### src/rtl/uart_tx_sequencer.sv
// Byte FIFO feeding the UART control register: each byte is launched as data + tnsm
// through the masked write port, and the next launch waits for tnsm and busy to clear.
module uart_tx_sequencer #(
    parameter int DEPTH      = 16,
    parameter int ACTIVE_BIT = 0,
    parameter int TNSM_BIT   = 10,
    parameter int DATA_LSB   = 11,
    parameter int TBUSY_BIT  = 11
) (
    input  logic                       clk,
    input  logic                       arst_n,
    input  logic                       wr_valid,
    input  logic [7:0]                 wr_data,
    output logic                       wr_ready,
    input  logic                       flush,
    input  logic                       cfg_we,
    input  logic [18:0]                cfg_wdata,
    input  logic [18:0]                cfg_wmask,
    output logic                       ctl_reg_we,
    output logic [18:0]                ctl_reg_wdata,
    output logic [18:0]                ctl_reg_wmask,
    input  logic [18:0]                ctl_reg_rdata,
    input  logic [11:0]                st_reg_rdata,
    output logic [$clog2(DEPTH):0]     count,
    output logic                       empty,
    output logic                       full,
    output logic                       tx_done
);
    localparam int PTR_W = $clog2(DEPTH);
    localparam int CNT_W = PTR_W + 1;
    localparam logic [18:0] TNSM_MASK  = 19'h1 << TNSM_BIT;
    localparam logic [18:0] DATA_MASK  = 19'hFF << DATA_LSB;
    localparam logic [18:0] OWNED_MASK = TNSM_MASK | DATA_MASK;

    typedef enum logic [1:0] {S_IDLE, S_LAUNCH, S_HOLD, S_WAIT_CLR} state_t;

    state_t             state_q;
    logic [7:0]         mem_q [DEPTH];
    logic [PTR_W-1:0]   wr_ptr_q;
    logic [PTR_W-1:0]   rd_ptr_q;
    logic [CNT_W-1:0]   count_q;
    logic [CNT_W-1:0]   count_d;
    logic               push;
    logic               pop;
    logic               tx_clear;
    logic               unused_bits;

    assign count    = count_q;
    assign empty    = (count_q == '0);
    assign full     = (count_q == CNT_W'(DEPTH));
    assign wr_ready = !full;

    assign push     = wr_valid && !full && !flush;
    assign pop      = (state_q == S_LAUNCH) && !cfg_we;
    assign tx_clear = !ctl_reg_rdata[TNSM_BIT] && !st_reg_rdata[TBUSY_BIT];
    assign tx_done  = (state_q == S_WAIT_CLR) && tx_clear;

    assign unused_bits = ^{ctl_reg_rdata, st_reg_rdata};

    always_comb begin
        count_d = count_q;
        if (flush) begin
            count_d = '0;
        end else if (push && !pop) begin
            count_d = count_q + CNT_W'(1);
        end else if (pop && !push) begin
            count_d = count_q - CNT_W'(1);
        end
    end

    // Storage is not reset so it can map onto distributed RAM.
    always_ff @(posedge clk) begin
        if (push) begin
            mem_q[wr_ptr_q] <= wr_data;
        end
    end

    always_ff @(posedge clk or negedge arst_n) begin
        if (!arst_n) begin
            wr_ptr_q <= '0;
            rd_ptr_q <= '0;
            count_q  <= '0;
        end else begin
            count_q <= count_d;
            if (flush) begin
                wr_ptr_q <= '0;
                rd_ptr_q <= '0;
            end else begin
                if (push) begin
                    wr_ptr_q <= wr_ptr_q + PTR_W'(1);
                end
                if (pop) begin
                    rd_ptr_q <= rd_ptr_q + PTR_W'(1);
                end
            end
        end
    end

    always_ff @(posedge clk or negedge arst_n) begin
        if (!arst_n) begin
            state_q <= S_IDLE;
        end else begin
            case (state_q)
                S_IDLE: begin
                    if (!empty && ctl_reg_rdata[ACTIVE_BIT] && !flush) begin
                        state_q <= S_LAUNCH;
                    end
                end
                S_LAUNCH: begin
                    // A byte still blocked by the host has not been launched, so a flush drops it.
                    if (!cfg_we) begin
                        state_q <= S_HOLD;
                    end else if (flush) begin
                        state_q <= S_IDLE;
                    end
                end
                S_HOLD: begin
                    state_q <= S_WAIT_CLR;
                end
                S_WAIT_CLR: begin
                    if (tx_clear) begin
                        state_q <= S_IDLE;
                    end
                end
                default: begin
                    state_q <= S_IDLE;
                end
            endcase
        end
    end

    // Host writes win the port but can never reach the data or tnsm fields.
    always_comb begin
        ctl_reg_we    = 1'b0;
        ctl_reg_wdata = '0;
        ctl_reg_wmask = '0;
        if (cfg_we) begin
            ctl_reg_we    = 1'b1;
            ctl_reg_wdata = cfg_wdata;
            ctl_reg_wmask = cfg_wmask & ~OWNED_MASK;
        end else if (state_q == S_LAUNCH) begin
            ctl_reg_we    = 1'b1;
            ctl_reg_wdata = (19'(mem_q[rd_ptr_q]) << DATA_LSB) | TNSM_MASK;
            ctl_reg_wmask = OWNED_MASK;
        end
    end
endmodule

### config.mk
export PLATFORM = sky130hd
export DESIGN_NAME = uart_tx_sequencer
export DESIGN_NICKNAME = d
export VERILOG_FILES = /design/src/rtl/uart_tx_sequencer.sv
export SDC_FILE = /design/constraint.sdc
export NUM_CORES = 1
export LEC_CHECK = 0
export CORE_MARGIN = 2
export CORE_UTILIZATION = 30
export DETAILED_ROUTE_END_ITERATION = 8
export GPL_TIMING_DRIVEN = 0
export HOLD_SLACK_MARGIN = 0.02
export SYNTH_ARGS = -nofsm -noshare
export SYNTH_HDL_FRONTEND = slang
export SYNTH_SLANG_ARGS = --single-unit
export TNS_END_PERCENT = 30
### constraint.sdc
create_clock -name clk -period 2.9 [get_ports clk]
set_clock_uncertainty 0.05 [all_clocks]
set_input_delay 0.58 -clock clk [delete_from_list [all_inputs] [get_ports clk]]
set_output_delay 0.58 -clock clk [all_outputs]
set_load 0.1 [all_outputs]
==> results of run 1 <==
==> path summary, 6_finish.rpt <==
kind,from,endpoint,cells past startpoint
setup / recovery,flip-flop,ctl_reg_wdata[14],8
hold / removal,flip-flop,state_q[0]$_DFFE_PN0P_,2
setup reg to reg,count[1]$_DFFE_PN0P_,count[4]$_DFFE_PN0P_,10
hold reg to reg,flip-flop,state_q[0]$_DFFE_PN0P_,2
max in group asynchronous,arst_n,count[2]$_DFFE_PN0P_,1
min in group asynchronous,arst_n,count[3]$_DFFE_PN0P_,1
==> critical path, cell delays in order, from the launching register on <==
cell      delay, ns
dfrtp_1        0.37
or3b_1         0.36
buf_6          0.15
inv_16         0.08
nand2b_4       0.12
a221oi_2       0.19
o21ai_1        0.14
o211ai_1       0.12
buf_6          0.25
==> layout by cell type (no fill, tap or decap), drive strengths merged, types with 2 or more instances in the layout <==
cell,n
mux4,25
bufinv,3
nor2b,2
o21ai,8
dlygate4sd2,19
a21oi,6
clkinvlp,4
and2,22
a21o,2
mux2i,25
clkinv,2
o211ai,7
clkbuf,30
a221oi,7
nor4,4
nand3,2
dfrtp,15
dlymetal6s2s,2
nor3,2
nand2,25
clkdlybuf4s15,5
xor2,5
buf,46
nand3b,2
edfxtp,128
nor3b,3
xnor2,5
clkdlybuf4s50,48
nor2,28
inv,9
ha,9
==> power breakdown <==
| part | leakage (nW) | switching, mW | internal (mW) |
|---|---|---|---|
| combinational | 1.24 | 1.40 | 0.642 |
| clock | 0.287 | 0.862 | 1.37 |
| sequential | 1.34 | 0.0729 | 2.34 |
==> state kept, by name (all words and copies together), names as in the netlist, named ones only <==
name	count
count	5
wr_ptr_q	4
state_q	1
mem_q	128
rd_ptr_q	4
==> stage by stage <==
stage,std cells,setup WS (ns),power (mW),instance area [sq um],TNS [ns]
6_report,781,0.0591,6.69,8320,0
3_3_place_gp,739,-1.60,4.39,7470,-72.77
4_1_cts,777,0.000183,6.71,8270,0
5_1_grt,781,-0.0614,6.91,8320,-0.239
2_1_floorplan,377,-0.625,3.93,6210,-4.88
3_5_place_dp,742,-1.60,4.43,7520,-42.60
==> cell type report <==
class                      instances  area, sq um  area share
clock buffer                      19          433      0.0521
clock inverter                    13          176      0.0212
inverter                           5         38.8     0.00466
timing repair buffer             105          986       0.119
tap                              270          338      0.0406
sequential                       143         4240       0.509
buffer                            27          218      0.0262
multi-input combinational        199         1890       0.227
==> what timing repair did <==
action                                  4_1_cts  5_1_grt
setup buffers                                 6        4
pin swaps                                     4        4
endpoints found under the setup margin       44       13
resized for setup                           153       13
==> logic make-up (layout without fill, tap and decap cells) <==
logic type | count (synthesis) | in the layout | synth area share
buffers and inverters | 35 | 169 | 0.0305
xor gates and xnor gates | 10 | 10 | 0.0155
and+or+nand+nor | 94 | 94 | 0.0746
muxes | 50 | 50 | 0.132
AOI/OAI and AO/OA | 35 | 35 | 0.0401
DFF | 143 | 143 | 0.686
adders and majority gates | 10 | 10 | 0.0216
==> metal layers <==
layer	vias to the layer above	routed length [microns]	global-route usage
li1	1678	-	-
met1	1832	5810	0.165
met2	66	7750	0.248
met3	17	846	0.0317
met4	0	217	0.0519
met5	-	0	0
==> flow_summary.toml, run 1 <==
[die]
die_x_microns = 147
die_h_microns = 147
die-area_sq_um = 21700
io_pins = 130
start_util = 0.305
core_area_sq_um = 20200
rows = 52

[route]
ant_nets = 0
num_vias = 3593
drc = 0
drt_iter0_markers = 227
via_per_inst = 4.60
wl_mm = 14.6
wl_per_cell_microns = 18.7
drtPass1Iterations = 4

[cells_and_area]
n_antenna_cell = 0
fin_util = 0.412
fin_nets = 590
drive_gt1_frac = 0.284
syn_to_final_growth_pct = 35.1
fillers = 1851

[power_and_ir_drop]
irDropWorstVdd_mv = 0.398
p_per_area_nw_per_um2 = 805
leakagePower_nw = 2.87

[grt]
track_usage = 0.140
grt_pass1_vias = 3802
grt_pass1_wl_mm = 22.2
antenna_found_initial = 0
grt-ovfl-total = 0
grt_max_degree = 17

[logic_synthesis]
ys_top_cells_by_area = "edfxtp_1 62%, mux4_2 9.2%, dfrtp_1 6.1%"
synth_cell_types = 40
syn_area_per_cell_sq_um = 16.3
synth_area_sq_um = 6150
yosysTopAreaCell = "edfxtp_1"
synthTopCellsByCount = "128 x edfxtp_1, 28 x nor2_1, 25 x mux2i_1, 25 x mux4_2, 25 x nand2_1"
netlist_instances = 377
ys_async_sr_fraction = 0.105
ys.flop_type = "edfxtp_1"
yosysSeqAreaShare = 0.686
synth_edf_count = 128
ys_ff_latch = 143
synth_top_area_share = 0.625
synth.most_common_cell = "edfxtp_1"
yosysWarnings = 0
syn-num-nets = 469

[clock_tree]
ctsHtreeMaxLevel = 4
path_clk_slew_ns = 0.06
cts_tree = "yes"
clk_path_buf_depth = 2
clock_latency_ns = 0.41
clock-sinks = 143
cts_inserted_buffers = 17
root_buffer = "clkbuf_16"
hold_buffers = 0

[worst_setup_path]
crit_arrival_ns = 2.21
path_class = "reg -> out"
cp_max_fo = 12
cp.required_ns = 2.27
crit_path_end_kind = "output pin"
cp-start-kind = "flip-flop"
r2r_slack_ns = 0.12

[timing]
hold_viol_final = 0
post-route-min-period_ns = 2.84
maxSlewViolCount = 0
setup_viol = 0
slew_headroom = 0.333
rsz0062_at_grt = "true"
hold_ws_ns = 0.509
post-route-period-util = 0.980
max_freq_ghz = 0.352
worstMarginPinSlew_ns = 0.997

[status]
outcome = "finished, final reports clean"

[worst_hold_path]
min_path_type = "reg -> reg"

[run]
max_cap_violations = 0

[place]
port_buffers = 92
place_congestion = 0.761
place_hpwl_mm = 9.83
Power figures use the tool's default switching activity.
==> run 2: changes to the inputs <==
CORE_UTILIZATION = 40   (was 30)
PLACE_DENSITY = 0.65   (was not set)
SLEW_MARGIN = 10   (was not set)
==> run 2 against run 1 <==
Against the previous run:
- worst setup slack got worse by 0.041 ns
- combinational power barely moved
- worst hold slack got worse by 0.011 ns
- register-to-register slack improved by 0.05 ns
- largest cell class unchanged
==> flow_summary.toml, run 2 (synthesized netlist as in run 1, its figures left out) <==
[place]
port_buffers = 92
dp.cells = 660
place_hpwl_mm = 9.28
place_congestion = 0.765

[clock_tree]
path_clk_slew_ns = 0.06
ctsHtreeMaxLevel = 4
cts_inserted_buffers = 17
cts_tree = "yes"
clock-sinks = 143
clock_latency_ns = 0.41
clk_path_buf_depth = 2
root_buffer = "clkbuf_16"

[power_and_ir_drop]
finalPower_mw = 6.55
irDropWorstVdd_mv = 0.347
leakagePower_nw = 2.89
p_per_area_nw_per_um2 = 796

[cells_and_area]
final_common_cell = "edfxtp_1"
n_antenna_cell = 0
fillers = 1225
syn_to_final_growth_pct = 33.8
top_register = "mem_q"
drive_gt1_frac = 0.287
final_cell_mix = "128 x edfxtp_1, 48 x clkdlybuf4s50_1, 32 x buf_4"
largest_register_ffs = 128
fin_nets = 594
final_cells = 703

[timing]
hold_ws_ns = 0.498
post-route-min-period_ns = 2.88
hold_viol_final = 0
post-route-period-util = 0.994
rsz0062_at_grt = "true"
worstMarginPinSlew_ns = 0.987
setup_tns_ns = 0
slew_headroom = 0.340
max_freq_ghz = 0.347
maxSlewViolCount = 0
setup_viol = 0

[grt]
grt_max_degree = 17
antenna_found_initial = 0
track_usage = 0.179
grt_pass1_wl_mm = 21.2
grt_pass1_vias = 3767
grt-ovfl-total = 0

[worst_setup_path]
path_delay_family = "multiplexers"
cp.required_ns = 2.27
critPathMaxStageDelay_ns = 0.50
path_class = "reg -> out"
crit_arrival_ns = 2.25
slowest_stage = "mux4_2"
cp_common_cell = "buf_6"
cp_cell_sequence = "buf_6, buf_12, mux4_2, mux2i_1, o211ai_1, buf_6"
crit_path_end_kind = "output pin"
cp-start-kind = "flip-flop"
cp_max_fo = 10
path_buf_inv = 3

[die]
start_util = 0.408
die_h_microns = 128
rows = 45
io_pins = 130
die-area_sq_um = 16400
core_area_sq_um = 15100
die_x_microns = 128

[route]
ant_nets = 0
drtPass1Iterations = 4
drc = 0
drt_iter0_markers = 296
wl_mm = 14.0
via_per_inst = 5.18
num_vias = 3642
wl_per_cell_microns = 20.0

[status]
outcome = "finished, final reports clean"

[worst_hold_path]
min_path_type = "in -> reg"

[run]
max_cap_violations = 0
==> run 2: tightest hold or removal path, cell delays in order <==
cell and delay [ns]:
buf_2 0.13, a21oi_1 0.15, o31ai_1 0.07
==> run 2: routing by layer <==
metal	GRT usage	vias to the layer above	share of wire
met1	0.220	1847	0.39
met3	0.0409	17	0.062
li1	-	1684	-
met5	0	-	0
met2	0.315	94	0.53
met4	0.0601	0	0.013
==> run 2: final cells by class <==
type / instances / area (sq um) / area share
sequential: 143 / 4240 / 0.514
clock buffer: 18 / 429 / 0.0521
tap: 188 / 235 / 0.0286
timing repair buffer: 109 / 1030 / 0.125
inverter: 5 / 38.8 / 0.00471
buffer: 27 / 226 / 0.0275
multi-input combinational: 199 / 1900 / 0.230
clock inverter: 14 / 143 / 0.0173
==> run 2: final timing paths <==
path,cells after the start,slack [ns],end,startpoint
max,6,0.02,ctl_reg_wdata[14],rd_ptr_q[1]$_DFFE_PN0P_
min,3,0.50,state_q[0]$_DFFE_PN0P_,cfg_we
max reg2reg,11,0.17,count[4]$_DFFE_PN0P_,count[1]$_DFFE_PN0P_
min reg2reg,2,0.51,state_q[0]$_DFFE_PN0P_,flip-flop
max in group asynchronous,1,1.78,count[1]$_DFFE_PN0P_,arst_n
min in group asynchronous,1,0.53,state_q[0]$_DFFE_PN0P_,arst_n
==> run 2: power breakdown <==
group | switching (mW) | leakage, nW | internal, mW | total [mW]
Clock | 0.829 | 0.278 | 1.26 | 2.09
Sequential | 0.0791 | 1.34 | 2.34 | 2.42
Combinational | 1.39 | 1.26 | 0.655 | 2.04
==> run 2: metrics by stage <==
step / area (sq um) / util / setup slack [ns]
final: 8230 / 0.546 / 0.0181
after global placement: 7360 / 0.488 / -1.59
after floorplan: 6210 / - / -0.625
after CTS: 8150 / 0.540 / 0.00140
after global routing: 8230 / 0.546 / -0.0455
after detailed placement: 7420 / 0.492 / -1.57
==> run 2: timing repair <==
action / in CTS / in global routing
gates cloned: 0 / 0
pin swaps: 3 / 5
buffers inserted: 10 / 4
endpoints found under the setup margin: 44 / 14
hold buffers: 0 / 0
resized for setup: 152 / 14
==> edit 1, RTL diff (settings of run 2) <==
Change the parameter `DEPTH` from 16 to 32.
--- a/src/rtl/uart_tx_sequencer.sv
+++ b/src/rtl/uart_tx_sequencer.sv
@@ -3,3 +3,3 @@
 module uart_tx_sequencer #(
-    parameter int DEPTH      = 16,
+    parameter int DEPTH      = 32,
     parameter int ACTIVE_BIT = 0,
Ports: changed (resized count); port bits go from 130 to 131. The function was not compared with the original's and may differ.
==> edit 1 against run 2 <==
  * The flow now finishes with violations (setup timing)
  * Cell area is 77% higher
  * Via count is 81% higher
  * Synthesized area is 86% higher
  * Largest cell class unchanged
  * Power is 68% higher
  * Sequential cell count is 131 higher
  * Wire length is 99% higher
  * Setup slack worse by 0.43 ns
  * Synthesized cell count is 81% higher
==> edit 1: results (changes against run 2) <==
| Metric | Value |
|---|---|
| Non-filler cells, final | `1211 (+72%)` |
| Slew margin rel. | `19.4% (-15 points)` |
| Yosys warns | `0 (unchanged)` |
| Number of global-route vias before repair | `6612 (+76%)` |
| CTS max path bufs | `3 (+1)` |
| 1st-pass router iterations | `5 (+1)` |
| Pint | `7.62 mW (+79%)` |
| Synth Area in Adders | `1.16% (-1.0 points)` |
| Final worst slack | `-0.410 ns (-0.428 ns)` |
| Post-Syn Instances | `683 (+81%)` |
| RePlAce Congestion | `0.819 (+7.0%)` |
| DRT iter0 DRCs | `717 (+140%)` |
| Post-Route M1 WL | `11800 um (+110%)` |
| Clk_lat worst skew | `0.54 ns (+0.13 ns)` |
| CP max stage delay | `0.57 ns (+0.07 ns)` |
| Worst EP arrival | `2.68 ns (+0.43 ns)` |
| Post-synth EDFFs | `256 (+100%)` |
| First-pass GRT wire length | `42200 um (+99%)` |
| Number of fill cells | `2290 (+87%)` |
| Commonest cells in the netlist | `edfxtp_1 (256), nor2_1 (69), mux2i_1 (58), mux4_2 (40), nand2_1 (30)` |
| Vias per cell | `5.44 (+4.9%)` |
| Number of flip-flops in the largest register | `256 (+100%)` |
| Final #Nets | `906 (+53%)` |
| Distinct cell type count after synthesis | `47 (+18%)` |
| Synth area leaders | `edfxtp_1 (67%), mux4_2 (7.9%), mux2i_1 (5.1%)` |
| Met2 WL | `13500 um (+80%)` |
| Synth Area in XOR/XNOR | `1.00% (-0.54 points)` |
| Status | `finished with violations` |
| Gr usage total | `18.7% (+0.71 points)` |
| Final WL | `28000 um (+99%)` |
| Met3 WL post-DR | `2180 um (+150%)` |
| Syn nets | `775 (+65%)` |
| Crit-path leading delay family | `multiplexers` |
| Biggest register | `mem_q` |
| Post-CTS Setup Repair Bufs | `10 (unchanged)` |
| Peak supply drop | `0.000371 V (+6.9%)` |
| Clock Tree Root | `clkbuf_16` |
| Global Route met3 Usage | `3.40% (-0.69 points)` |
| Post_cts resized | `302 (+99%)` |
| Post-synthesis sequential area ratio | `71.0% (+2.5 points)` |
| Synth Area in Compound Gates | `4.34% (+0.33 points)` |
| Ys flop type | `edfxtp_1` |
| H-tree level count | `1 (-3)` |
| M1 GR Usage | `26.1% (+4.1 points)` |
| Max FO, Critical Path | `8 (-2)` |
| Asr flop ratio synth | `6.57% (-3.9 points)` |
| Clock sink count | `274 (+92%)` |
| Initial antenna violation count | `0 (unchanged)` |
| Failing checks | `setup timing` |
| Post-synthesis mux area share | `13.2% (-0.055 points)` |
| DP Worst Slack | `-1.38 ns (+0.197 ns)` |
| Layout cell share with drive strength beyond 1 | `29.2% (+0.43 points)` |
| Dpl cells | `1153 (+75%)` |
| Hpwl dp | `17800 um (+92%)` |
| Largest net degree at the start of global routing | `33 (+16)` |
| Leak | `4.73 nW (+64%)` |
| Diode count | `0 (unchanged)` |
| Number of CTS-inserted buffers | `28 (+11)` |
| M2 GR Usage | `30.6% (-0.87 points)` |
| Finish-stage setup viols | `9 (+9)` |
edit 1: worst register-to-register path: cells and delay by family (launching register included):
family	cells	cell delay, ns
DFF	1	0.46
AOI/OAI and AO/OA	4	0.66
adders and majority gates	1	0.21
and+or+nand+nor	3	0.86
muxes	1	0.56
edit 1: final cells by class:
type / count / share of cell area (%)
inverters: 9 / 0.344
repair buffers: 104 / 7.08
clock inverters: 12 / 0.964
plain buffers: 43 / 2.63
flip-flops and latches: 274 / 56.0
multi-input cells: 354 / 24.7
clock buffers: 37 / 5.05
well taps: 378 / 3.25
edit 1: path summary, 6_finish.rpt:
path,start,end,slack [ns],cells after the start
max,rd_ptr_q[0],ctl_reg_wdata[12],-0.41,8
min in group asynchronous,arst_n,rd_ptr_q[3],0.49,1
max in group asynchronous,arst_n,rd_ptr_q[1],1.71,1
max reg2reg,count[1],count[5],0.03,9
min reg2reg,register,state_q[0],0.51,2
min,flush,count[5],0.44,2
edit 1: through the flow:
step,setup TNS [ns],area [um^2]
after global routing,-3.79,14500
after floorplan,-1.13,11600
after CTS,-3.39,14600
after global placement,-68.40,13000
after detailed placement,-69.97,13000
final,-3.03,14500
edit 1: kinds of logic after synthesis:
family / after synthesis
AND/OR/NAND/NOR: 161
adder cells (fa/ha/maj): 10
flip-flops: 274
AO/OA/AOI/OAI: 73
XOR/XNOR: 11
multiplexers: 99
buffers and inverters: 55
edit 1: power groups by stage:
| stage | Combinational [mW] | Clock (mW) | Sequential [mW] |
|---|---|---|---|
| global route | 3.25 | 3.66 | 4.49 |
| finish | 3.09 | 3.47 | 4.48 |
| global placement | 2.69 | 0 | 4.56 |
| CTS | 3.06 | 3.49 | 4.48 |
| floorplan | 1.85 | 0 | 4.73 |
| detailed placement | 2.71 | 0 | 4.56 |
==> edit 2, RTL diff (settings of run 2) <==
Made on the original files. Put one more register stage on the output `count`, without a reset. The value now appears one clock later. The other outputs are not delayed to match.
--- a/src/rtl/uart_tx_sequencer.sv
+++ b/src/rtl/uart_tx_sequencer.sv
@@ -47,3 +47,5 @@
 
-    assign count    = count_q;
+    always_ff @(posedge clk) begin
+        count <= count_q;
+    end
     assign empty    = (count_q == '0);
Function: changed (Yosys sat finds a counterexample within 4 cycles, from zero or initial values and one cycle with arst_n low).
==> edit 2 against run 2 <==
  * The run now ends with setup timing left
  * Highest routed layer unchanged
  * Wire length grew 1.0%
  * Count of clock-buffer cells in the layout shrank 1
  * Global-route usage is essentially flat
  * Sequential share of layout area shrank 1.6 points
  * Synthesized cell count shrank 2.7%
  * Power grew 5.7%
  * Critical path depth grew 1
  * Setup slack lost 0.085 ns
  * First-iteration DRC count grew 4.4%
  * Cell area grew 5.2%
  * Synthesized area grew 4.5%
  * Cell count grew 2.7%
  * Sequential cell count grew 5
==> edit 2: results (changes against run 2) <==
| Metric | Value |
|---|---|
| Status | `finished with violations` |
| Failing checks | `setup timing` |
| Placed instance area | `0.00781 mm^2 (+5.2%)` |
| Asr flop ratio synth | `10.1% (-0.35 points)` |
| Vias per cell | `5.00 (-3.4%)` |
| CP startpoint | `rd_ptr_q[1]` |
| CP max stage delay | `0.53 ns (+0.03 ns)` |
| Clk_lat worst skew | `0.42 ns` |
| Syn nets | `459 (-2.1%)` |
| Distinct cell type count after synthesis | `45 (+13%)` |
| Final WL | `14200 um (+1.0%)` |
| Slowest stage cell on the critical path | `mux4_1` |
| H-tree level count | `4 (unchanged)` |
| Post-synthesis sequential area ratio | `67.2% (-1.4 points)` |
| Number of CTS-inserted buffers | `17 (unchanged)` |
| Worst-margin pin slew | `0.983 ns (-0.00349 ns)` |
| Finish-stage setup viols | `4 (+4)` |
| Worst EP arrival | `2.34 ns (+0.09 ns)` |
| CTS max path bufs | `2 (unchanged)` |
| Yosys warns | `0 (unchanged)` |
| Peak supply drop | `0.000442 V (+27%)` |
| Fin Setup TNS | `-0.178 ns (-0.178 ns)` |
| PortBufs | `92 (unchanged)` |
| Dpl cells | `680 (+3.0%)` |
| R2r startpoint | `count_q[2]` |
| Max FO, Critical Path | `4 (-6)` |
| Maxcap violations | `0 (unchanged)` |
| Gr usage total | `17.9% (-0.036 points)` |
| HP Class | `reg2reg` |
| Number of global-route vias before repair | `3638 (-3.4%)` |
| Commonest cells in the netlist | `edfxtp_1 (128), mux4_2 (25), and2_1 (23), nor2_1 (21), dfrtp_1 (15)` |
| Hpwl dp | `9570 um (+3.1%)` |
| First-pass GRT wire length | `21600 um (+1.6%)` |
| RePlAce Congestion | `0.781 (+2.0%)` |
| Layout cell share with drive strength beyond 1 | `37.0% (+8.2 points)` |
| Number of fill cells | `1236 (+0.90%)` |
| Diode count | `0 (unchanged)` |
| Wire per inst | `19.6 um (-1.7%)` |
| Synth area leaders | `edfxtp_1 (60%), mux4_2 (8.8%), dfrtp_1 (5.8%)` |
| DP Worst Slack | `-1.44 ns (+0.133 ns)` |
| Top Registers | `mem_q x128, count x5, count_q x5` |
| Leak | `3.01 nW (+4.3%)` |
| Largest net degree at the start of global routing | `19 (+2)` |
| Mean area per synthesized cell | `17.5 um^2 (+7.4%)` |
| DRT iter0 DRCs | `309 (+4.4%)` |
| Final #Nets | `585 (-1.5%)` |
| Hold path startpoint | `count_q[3]` |
| Final worst slack | `-0.0668 ns (-0.0849 ns)` |
edit 2: final timing paths:
check,slack (ns),to,cells after the start
max,-0.07,ctl_reg_wdata[11],7
min reg2reg,0.44,count[3],0
max in group asynchronous,1.81,rd_ptr_q[2],1
min,0.44,count[3],0
max reg2reg,0.25,count_q[4],8
min in group asynchronous,0.54,count_q[1],1
edit 2: final cells by class:
class,count,area share (%)
buffer,26,2.69
clock buffer,17,4.91
tap,216,3.12
multi-input combinational,185,24.3
inverter,7,0.303
timing repair buffer,108,12.8
sequential,148,49.9
clock inverter,15,1.98
edit 2: repair_timing:
item                                    4_1_cts  5_1_grt
hold endpoints to repair                      0        0
hold buffers                                  0        0
pin swaps                                     9        1
gates resized for setup                     223        9
endpoints found under the setup margin       43       29
setup buffers                                 9        2
edit 2: power by group:
part | switching, mW | total (mW) | internal [mW] | leakage [nW]
sequential | 0.101 | 2.52 | 2.42 | 1.39
combinational | 1.48 | 2.23 | 0.743 | 1.32
clock | 0.889 | 2.18 | 1.29 | 0.292
total | 2.47 | 6.93 | 4.46 | 3.01
edit 2: cell families after synthesis:
logic type / synth area share, %
AND/OR/NAND/NOR: 6.73
multiplexers: 15.9
adder cells (fa/ha/maj): 2.06
AO/OA/AOI/OAI: 3.60
flip-flops: 67.2
XOR/XNOR: 1.38
buffers and inverters: 3.17
edit 2: metrics by stage:
step                      hold WS, ns  total power, mW  utilization, %
after floorplan                 0.234             4.18               -
after global placement          0.425             4.65            48.8
after detailed placement        0.432             4.70            49.3
after CTS                       0.444             6.97            54.6
after global routing            0.467             7.17            54.7
final                           0.442             6.93            54.7
edit 2: layer usage:
layer	vias up	global-route usage, %	routed length, um
met1	1851	22.9	5860
met2	78	30.1	7330
li1	1667	-	-
met3	17	4.03	769
met5	-	0	0
met4	0	6.51	229
edit 2: worst max-delay path, delay by kind of cell, from the launching register on:
kind,cells,cell delay [ns]
AO/OA/AOI/OAI,2,0.30
buffers and inverters,3,0.43
flip-flops,1,0.36
multiplexers,2,0.83
